$ cat src/rtl/ttl_pkg.sv
// Shared constants for the TTL register/shifter emulations: mode select codes
// and chip-clock qualifier modes.
package ttl_pkg;

  localparam logic [1:0] MODE_HOLD = 2'b00;
  localparam logic [1:0] MODE_SHUP = 2'b01;
  localparam logic [1:0] MODE_SHDN = 2'b10;
  localparam logic [1:0] MODE_LOAD = 2'b11;

  localparam int CEN_LEVEL = 0;
  localparam int CEN_RISE  = 1;
  localparam int CEN_FALL  = 2;

endpackage

$ cat src/rtl/ttl_univ_reg_sync_if.sv
// Control/data bundle of the universal TTL register: the driver side owns the
// chip-clock, mode and data inputs; the register side owns the outputs.
interface ttl_univ_reg_sync_if #(
  parameter int WIDTH = 8
);

  logic             Cen;
  logic             Clr_n;
  logic [1:0]       S;
  logic [WIDTH-1:0] D;
  logic             Sin_lo;
  logic             Sin_hi;
  logic [WIDTH-1:0] Q;
  logic [WIDTH-1:0] Q_bar;
  logic             Sout_hi;
  logic             Sout_lo;
  logic             Fire;

  modport master (
    output Cen, Clr_n, S, D, Sin_lo, Sin_hi,
    input  Q, Q_bar, Sout_hi, Sout_lo, Fire
  );

  modport slave (
    input  Cen, Clr_n, S, D, Sin_lo, Sin_hi,
    output Q, Q_bar, Sout_hi, Sout_lo, Fire
  );

endinterface

$ cat src/rtl/ttl_cen_qual.sv
// Turns the emulated chip clock into a one-Clk-cycle Fire qualifier: level,
// rising-edge or falling-edge, using the previous Clk-sampled Cen value.
module ttl_cen_qual
  import ttl_pkg::*;
#(
  parameter int CEN_MODE = CEN_RISE
) (
  input  logic Clk,
  input  logic Reset,
  input  logic Cen,
  output logic Fire
);

  // Idle level chosen so a Cen already at its active level on reset release
  // does not count as a fresh edge.
  localparam logic IDLE = (CEN_MODE == CEN_FALL) ? 1'b0 : 1'b1;

  logic r_last_cen;

  always_ff @(posedge Clk or posedge Reset) begin
    if (Reset) r_last_cen <= IDLE;
    else       r_last_cen <= Cen;
  end

  always_comb begin
    Fire = 1'b0;
    if (CEN_MODE == CEN_LEVEL)     Fire = Cen;
    else if (CEN_MODE == CEN_RISE) Fire = Cen & ~r_last_cen;
    else                           Fire = ~Cen & r_last_cen;
  end

endmodule

$ cat src/rtl/ttl_univ_reg_sync.sv
// Synchronous emulation of 74174/74175/74194/74273-style registers: hold,
// shift up/down, parallel load and sync clear, gated by the qualified Cen.
module ttl_univ_reg_sync
  import ttl_pkg::*;
#(
  parameter int               WIDTH     = 8,
  parameter int               CEN_MODE  = CEN_RISE,
  parameter logic [WIDTH-1:0] RESET_VAL = '0
) (
  input logic                Clk,
  input logic                Reset,
  ttl_univ_reg_sync_if.slave bus
);

  logic             w_fire;
  logic [WIDTH-1:0] w_q_nxt;
  logic [WIDTH-1:0] r_q = RESET_VAL;

  ttl_cen_qual #(
    .CEN_MODE (CEN_MODE)
  ) u_cen_qual (
    .Clk   (Clk),
    .Reset (Reset),
    .Cen   (bus.Cen),
    .Fire  (w_fire)
  );

  // Shifts written with operators so WIDTH==1 degenerates to loading the serial input.
  always_comb begin
    w_q_nxt = r_q;
    case (bus.S)
      MODE_SHUP: w_q_nxt = (r_q << 1) | WIDTH'(bus.Sin_lo);
      MODE_SHDN: w_q_nxt = (r_q >> 1) | (WIDTH'(bus.Sin_hi) << (WIDTH - 1));
      MODE_LOAD: w_q_nxt = bus.D;
      default:   w_q_nxt = r_q;
    endcase
  end

  // Clear consumes a coincident Fire; the qualifier still tracks Cen.
  always_ff @(posedge Clk or posedge Reset) begin
    if (Reset)           r_q <= RESET_VAL;
    else if (!bus.Clr_n) r_q <= '0;
    else if (w_fire)     r_q <= w_q_nxt;
  end

  assign bus.Q       = r_q;
  assign bus.Q_bar   = ~r_q;
  assign bus.Sout_hi = r_q[WIDTH-1];
  assign bus.Sout_lo = r_q[0];
  assign bus.Fire    = w_fire;

endmodule
$ cat src/flat_wrapper.sv
// flat-port wrapper written by rule: the top's interface ports become plain ports
module ttl_univ_reg_sync_flat import ttl_pkg::*;
#(
  parameter int               WIDTH     = 8,
  parameter int               CEN_MODE  = CEN_RISE,
  parameter logic [WIDTH-1:0] RESET_VAL = '0
)
  (Clk, Reset, bus_Cen, bus_Clr_n, bus_S, bus_D, bus_Sin_lo, bus_Sin_hi, bus_Q, bus_Q_bar, bus_Sout_hi, bus_Sout_lo, bus_Fire);
  ttl_univ_reg_sync_if #(.WIDTH(WIDTH)) bus_i ();
  input logic Clk;
  input logic Reset;
  input wire logic [$bits(bus_i.Cen)-1:0] bus_Cen;
  input wire logic [$bits(bus_i.Clr_n)-1:0] bus_Clr_n;
  input wire logic [$bits(bus_i.S)-1:0] bus_S;
  input wire logic [$bits(bus_i.D)-1:0] bus_D;
  input wire logic [$bits(bus_i.Sin_lo)-1:0] bus_Sin_lo;
  input wire logic [$bits(bus_i.Sin_hi)-1:0] bus_Sin_hi;
  output wire logic [$bits(bus_i.Q)-1:0] bus_Q;
  output wire logic [$bits(bus_i.Q_bar)-1:0] bus_Q_bar;
  output wire logic [$bits(bus_i.Sout_hi)-1:0] bus_Sout_hi;
  output wire logic [$bits(bus_i.Sout_lo)-1:0] bus_Sout_lo;
  output wire logic [$bits(bus_i.Fire)-1:0] bus_Fire;
  assign bus_i.Cen = bus_Cen;
  assign bus_i.Clr_n = bus_Clr_n;
  assign bus_i.S = bus_S;
  assign bus_i.D = bus_D;
  assign bus_i.Sin_lo = bus_Sin_lo;
  assign bus_i.Sin_hi = bus_Sin_hi;
  assign bus_Q = bus_i.Q;
  assign bus_Q_bar = bus_i.Q_bar;
  assign bus_Sout_hi = bus_i.Sout_hi;
  assign bus_Sout_lo = bus_i.Sout_lo;
  assign bus_Fire = bus_i.Fire;
  ttl_univ_reg_sync #(.WIDTH(WIDTH), .CEN_MODE(CEN_MODE), .RESET_VAL(RESET_VAL)) u_core (.Clk(Clk), .Reset(Reset), .bus(bus_i));
endmodule
$ cat config.mk
export PLATFORM = sky130hd
export DESIGN_NAME = ttl_univ_reg_sync_flat
export DESIGN_NICKNAME = d
export VERILOG_FILES = /design/src/rtl/ttl_pkg.sv /design/src/rtl/ttl_univ_reg_sync_if.sv /design/src/rtl/ttl_cen_qual.sv /design/src/rtl/ttl_univ_reg_sync.sv /design/src/flat_wrapper.sv
export SDC_FILE = /design/constraint.sdc
export NUM_CORES = 1
export LEC_CHECK = 0
export ABC_CLOCK_PERIOD_IN_PS = 1600
export CAP_MARGIN = 10
export CORE_ASPECT_RATIO = 1.4
export CORE_MARGIN = 5
export CORE_UTILIZATION = 25
export CTS_CLUSTER_SIZE = 12
export DETAILED_ROUTE_END_ITERATION = 8
export PLACE_DENSITY = 0.57
export SYNTH_ARGS = -nofsm -noshare
export SYNTH_HDL_FRONTEND = slang
export SYNTH_SLANG_ARGS = --single-unit
$ cat constraint.sdc
create_clock -name Clk -period 1.6 [get_ports Clk]
set_input_delay 0.32 -clock Clk [delete_from_list [all_inputs] [get_ports Clk]]
set_output_delay 0.32 -clock Clk [all_outputs]
set_load 0.05 [all_outputs]
* Yosys cells after proc, flatten, opt, wreduce, memory -nomap -nowiden *
Cells that the tools add are included.

word-level totals
  input port bits = 16
  logic and storage cells = 16
  register bits after elaboration = 9

operators by class
  reduce and logical (&&, ||, !) cells = 1
  bitwise gates (word level) = 5
  eq/ne operators = 5
  muxes and demuxes = 3

operators by type and width
  cell                                                   count
  case mux 8 bit (3 select lines)                        1
  2-to-1 mux 8 bit                                       2
  NOT 8 bit                                              1
  bitwise OR 7 x 8 -> 8 bit                              1
  bitwise OR 8 x 1 -> 8 bit                              1
  equality test 2 bit, second input constant             2
  inequality test 4 x 1 -> 1 bit, second input constant  1
  equality test 2 x 1 -> 1 bit, second input constant    1
  inequality test 2 x 1 -> 1 bit, second input constant  1
  AND reduction 2 bit                                    1
  bitwise AND 1 bit                                      1
  NOT 1 bit                                              1

* Logic depth before layout (Yosys ltp) *
  depth in word-level cells = 4
  gate-level depth with buffers = 6

* Modules after synthesis *
From an unflattened synthesis, not the netlist that was laid out.

unflattened totals
  cells, all modules = 62
  area, all modules = 583.1 um2

by module, submodules not included
  module             cells each  sequential area each (um2)  instances  area an instance (um2)
  ttl_univ_reg_sync  59          200.2                       1          539.3
  ttl_cen_qual       3           26.3                        1          43.8

* Worst setup path after synthesis *
No wires, ideal clock.

  path type = register to register
  start = register u_core.u_cen_qual.r_last_cen
  end = register u_core.r_q[0] (netlist: u_core.bus.Q[0])
  data required time = 1.521 ns
  clock period less this slack = 1.362 ns
  cell stages (with the launch flop) = 4
  data arrival time = 1.283 ns
  library setup time = 0.079 ns
  buffers on the path = 0
  setup slack = 0.238 ns
  cell sequence = dfstp_2 -> and2b_1 -> nand3_2 -> o2bb2ai_1

on the way
  cells in the longest elaborated chain, start to end = 4

ends and longest elaborated chain
  what                                      line                     text
  start: declaration                        ttl_cen_qual.sv:18       logic r_last_cen;
  start signal: assignment                  ttl_cen_qual.sv:22       else r_last_cen <= Cen;
  NOT 1 bit                                 ttl_cen_qual.sv:28       else if (CEN_MODE == CEN_RISE) Fire = Cen & ~r_last_cen;
  bitwise AND 1 bit                         ttl_cen_qual.sv:28
  via bus_Fire                              flat_wrapper.sv:22       output wire logic [$bits(bus_i.Fire)-1:0] bus_Fire;
  inequality test 2 x 1 -> 1 bit (no line)  -
  AND reduction 2 bit (no line)             -
  end signal: assignment                    ttl_univ_reg_sync.sv:43  else if (w_fire) r_q <= w_q_nxt;
  end: declaration                          ttl_univ_reg_sync.sv:17  logic [WIDTH-1:0] r_q = RESET_VAL;

The timed path passes the listed nets, and every way through them passes these cells.
A chain may end at the register's enable or synchronous reset.

* Final worst setup path *
  start = input bus_Cen
  end = output bus_Fire

on the way
  cells in the longest elaborated chain, start to end = 1

ends and longest elaborated chain
  what                line                text
  start: declaration  flat_wrapper.sv:12  input wire logic [$bits(bus_i.Cen)-1:0] bus_Cen;
  bitwise AND 1 bit   ttl_cen_qual.sv:28
  end: declaration    flat_wrapper.sv:22

No other way between the ends.

==> reports/qor.yml <==
clk_pin_slew_ns: 0.06
pre_cts_slack_ns: -0.222
route.detailed.drc: 0
hold_class: "primary input to async pin"
wl_per_cell_um: 14.5
cts.sinks: 9
finClkSkew_ns: 0.00340
synthesis.nets: 72
drv_slew: 0
drt_iter0_markers: 4
design.core.area_sq_mm: 0.00218
cp-start-kind: "primary input"
drtAntennaViolNets: 0
fmax_ghz: 0.647
ys_seq_area_frac: 0.400
rsz0062_at_grt: "false"
vdd_drop_max_uv: 356
via_per_inst: 4.98
post_cts_buffers: 0
synth_cells: 54
portBuffers: 34
final_core_util: 0.525
crit_type: "primary input to output pin"
timing.slew.headroom: 0.750
setup_viol: 0
nets: 109
yosys.cell_types.count: 15
hold-worst-slack_ns: 0.331
yosysWarnings: 0
htree_levels: 1
dr.pass1.iters: 2
dieArea_sq_mm: 0.00333
syn_area_sq_um: 567
track_usage: 0.101
worstPathRequired_ns: 1.28
cts_tree: "done"
grt_max_degree: 10
grt_pass1_wl_mm: 2.57
worst_pin_slew_ns: 0.375
clockBufferDepth: 2
period_share: 0.966
layout-drive-gt1-share: 0.422
antenna_found_initial: 0
vias: 558
syn_to_final_growth_pct: 102
worstPathArrival_ns: 1.23
worstSkewPairLatency_ns: 0.26
synth.avg_cell_area_sq_um: 10.5
fin_ws_ns: 0.0546
diodes: 0
die_y_um: 66.3
endpoint_kind: "output pin"
yosys_register_bits: 9
min_period_ns: 1.55
power_leakage_uw: 0.000482
drv_cap: 0
numCtsBuffers: 3
gp_congestion: 0.775
root_buffer: "clkbuf_4"
grt-ovfl-total: 0
status: "completed"
totalWireLength_mm: 1.63
grt_pass1_vias: 567
hold_viol: 0
ctsHoldBuffers: 0
post_cts_resized: 0
die_x_um: 50.2
num_io_pins: 35
cp_max_fo: 3
dp_hpwl_mm: 1.27
initial_core_util: 0.260
power.density_mw_per_mm2: 553
core.rowCount: 20
## placed cells by master, fill, tap and decap left out, types with 2 or more instances in the layout
master,count
buf_12,19
clkdlybuf4s50_1,15
inv_1,10
a22o_2,8
a21oi_1,8
o2bb2ai_1,8
dfrtp_1,8
clkbuf_4,3
buf_4,2
## registers in the layout, indices dropped and copies added (netlist names)
register                      flops
u_core.bus.Q                      8
u_core.u_cen_qual.r_last_cen      1
## worst max-delay path, cell delays in order
cell	delay, ns
clkdlybuf4s50_1	0.47
and2b_1	0.26
buf_12	0.17
## power by group
group	internal (uW)	leakage (uW)	switching (uW)
Combinational	109	0.000345	99.5
Sequential	234	0.000122	9.83
Clock	96.3	0.0000150	82.7
Total	439	0.000482	192
## cells by family (layout without fill, tap and decap cells)
kind of cell,count (synthesis),in the layout,synth area share
adder cells (fa/ha/maj),2,2,0.0441
buffers and inverters,14,50,0.121
AND/OR/NAND/NOR,4,4,0.0662
AO/OA/AOI/OAI,25,25,0.369
flip-flops,9,9,0.400
## cells in the mapped netlist
master	instances	area, sq um
nand3_2	1	10.0
ha_1	2	25.0
nand2b_4	1	13.8
a21boi_4	1	18.8
buf_4	2	15.0
a21oi_1	8	40.0
a22o_2	8	80.1
nor2_2	1	6.26
inv_1	10	37.5
dfrtp_1	8	200
o2bb2ai_1	8	70.1
buf_6	1	11.3
buf_2	1	5.00
and2b_1	1	7.51
dfstp_2	1	26.3
## metrics by stage
stage	TNS, ns	instance area, sq um	power [uW]	std cells
2_1_floorplan	0	567	349	54
3_3_place_gp	-1.21	1110	454	108
3_5_place_dp	-1.51	1110	456	108
4_1_cts	0	1130	640	112
5_1_grt	0	1140	666	112
6_report	0	1140	631	112
## layout make-up
class / instances / area [sq um]
Timing Repair Buffer: 36 / 546
Fill cell: 192 / 1030
Clock buffer: 4 / 26.3
Multi-Input combinational cell: 31 / 279
Sequential cell: 9 / 226
Inverter: 10 / 37.5
Tap cell: 22 / 27.5
## path summary, 6_finish.rpt
path / startpoint / endpoint / slack (ns) / cells past startpoint
min reg2reg: u_core.bus.Q[3] / u_core.bus.Q[3] / 0.63 / 1
min in group Clk: bus_Cen / u_core.u_cen_qual.r_last_cen / 0.48 / 1
max reg2reg: u_core.u_cen_qual.r_last_cen / u_core.bus.Q[5] / 0.32 / 3
max: bus_Cen / bus_Fire / 0.05 / 3
max in group asynchronous: Reset / u_core.u_cen_qual.r_last_cen / 0.96 / 2
min: Reset / u_core.bus.Q[1] / 0.33 / 2
## layer usage
| metal | global-route usage | vias to the layer above | routed length, um |
|---|---|---|---|
| met4 | 0.0393 | 0 | 8 |
| met5 | 0 | - | 0 |
| met1 | 0.116 | 267 | 661 |
| met2 | 0.173 | 22 | 863 |
| li1 | - | 267 | - |
| met3 | 0.0271 | 2 | 95 |
Power figures use the tool's default switching activity.
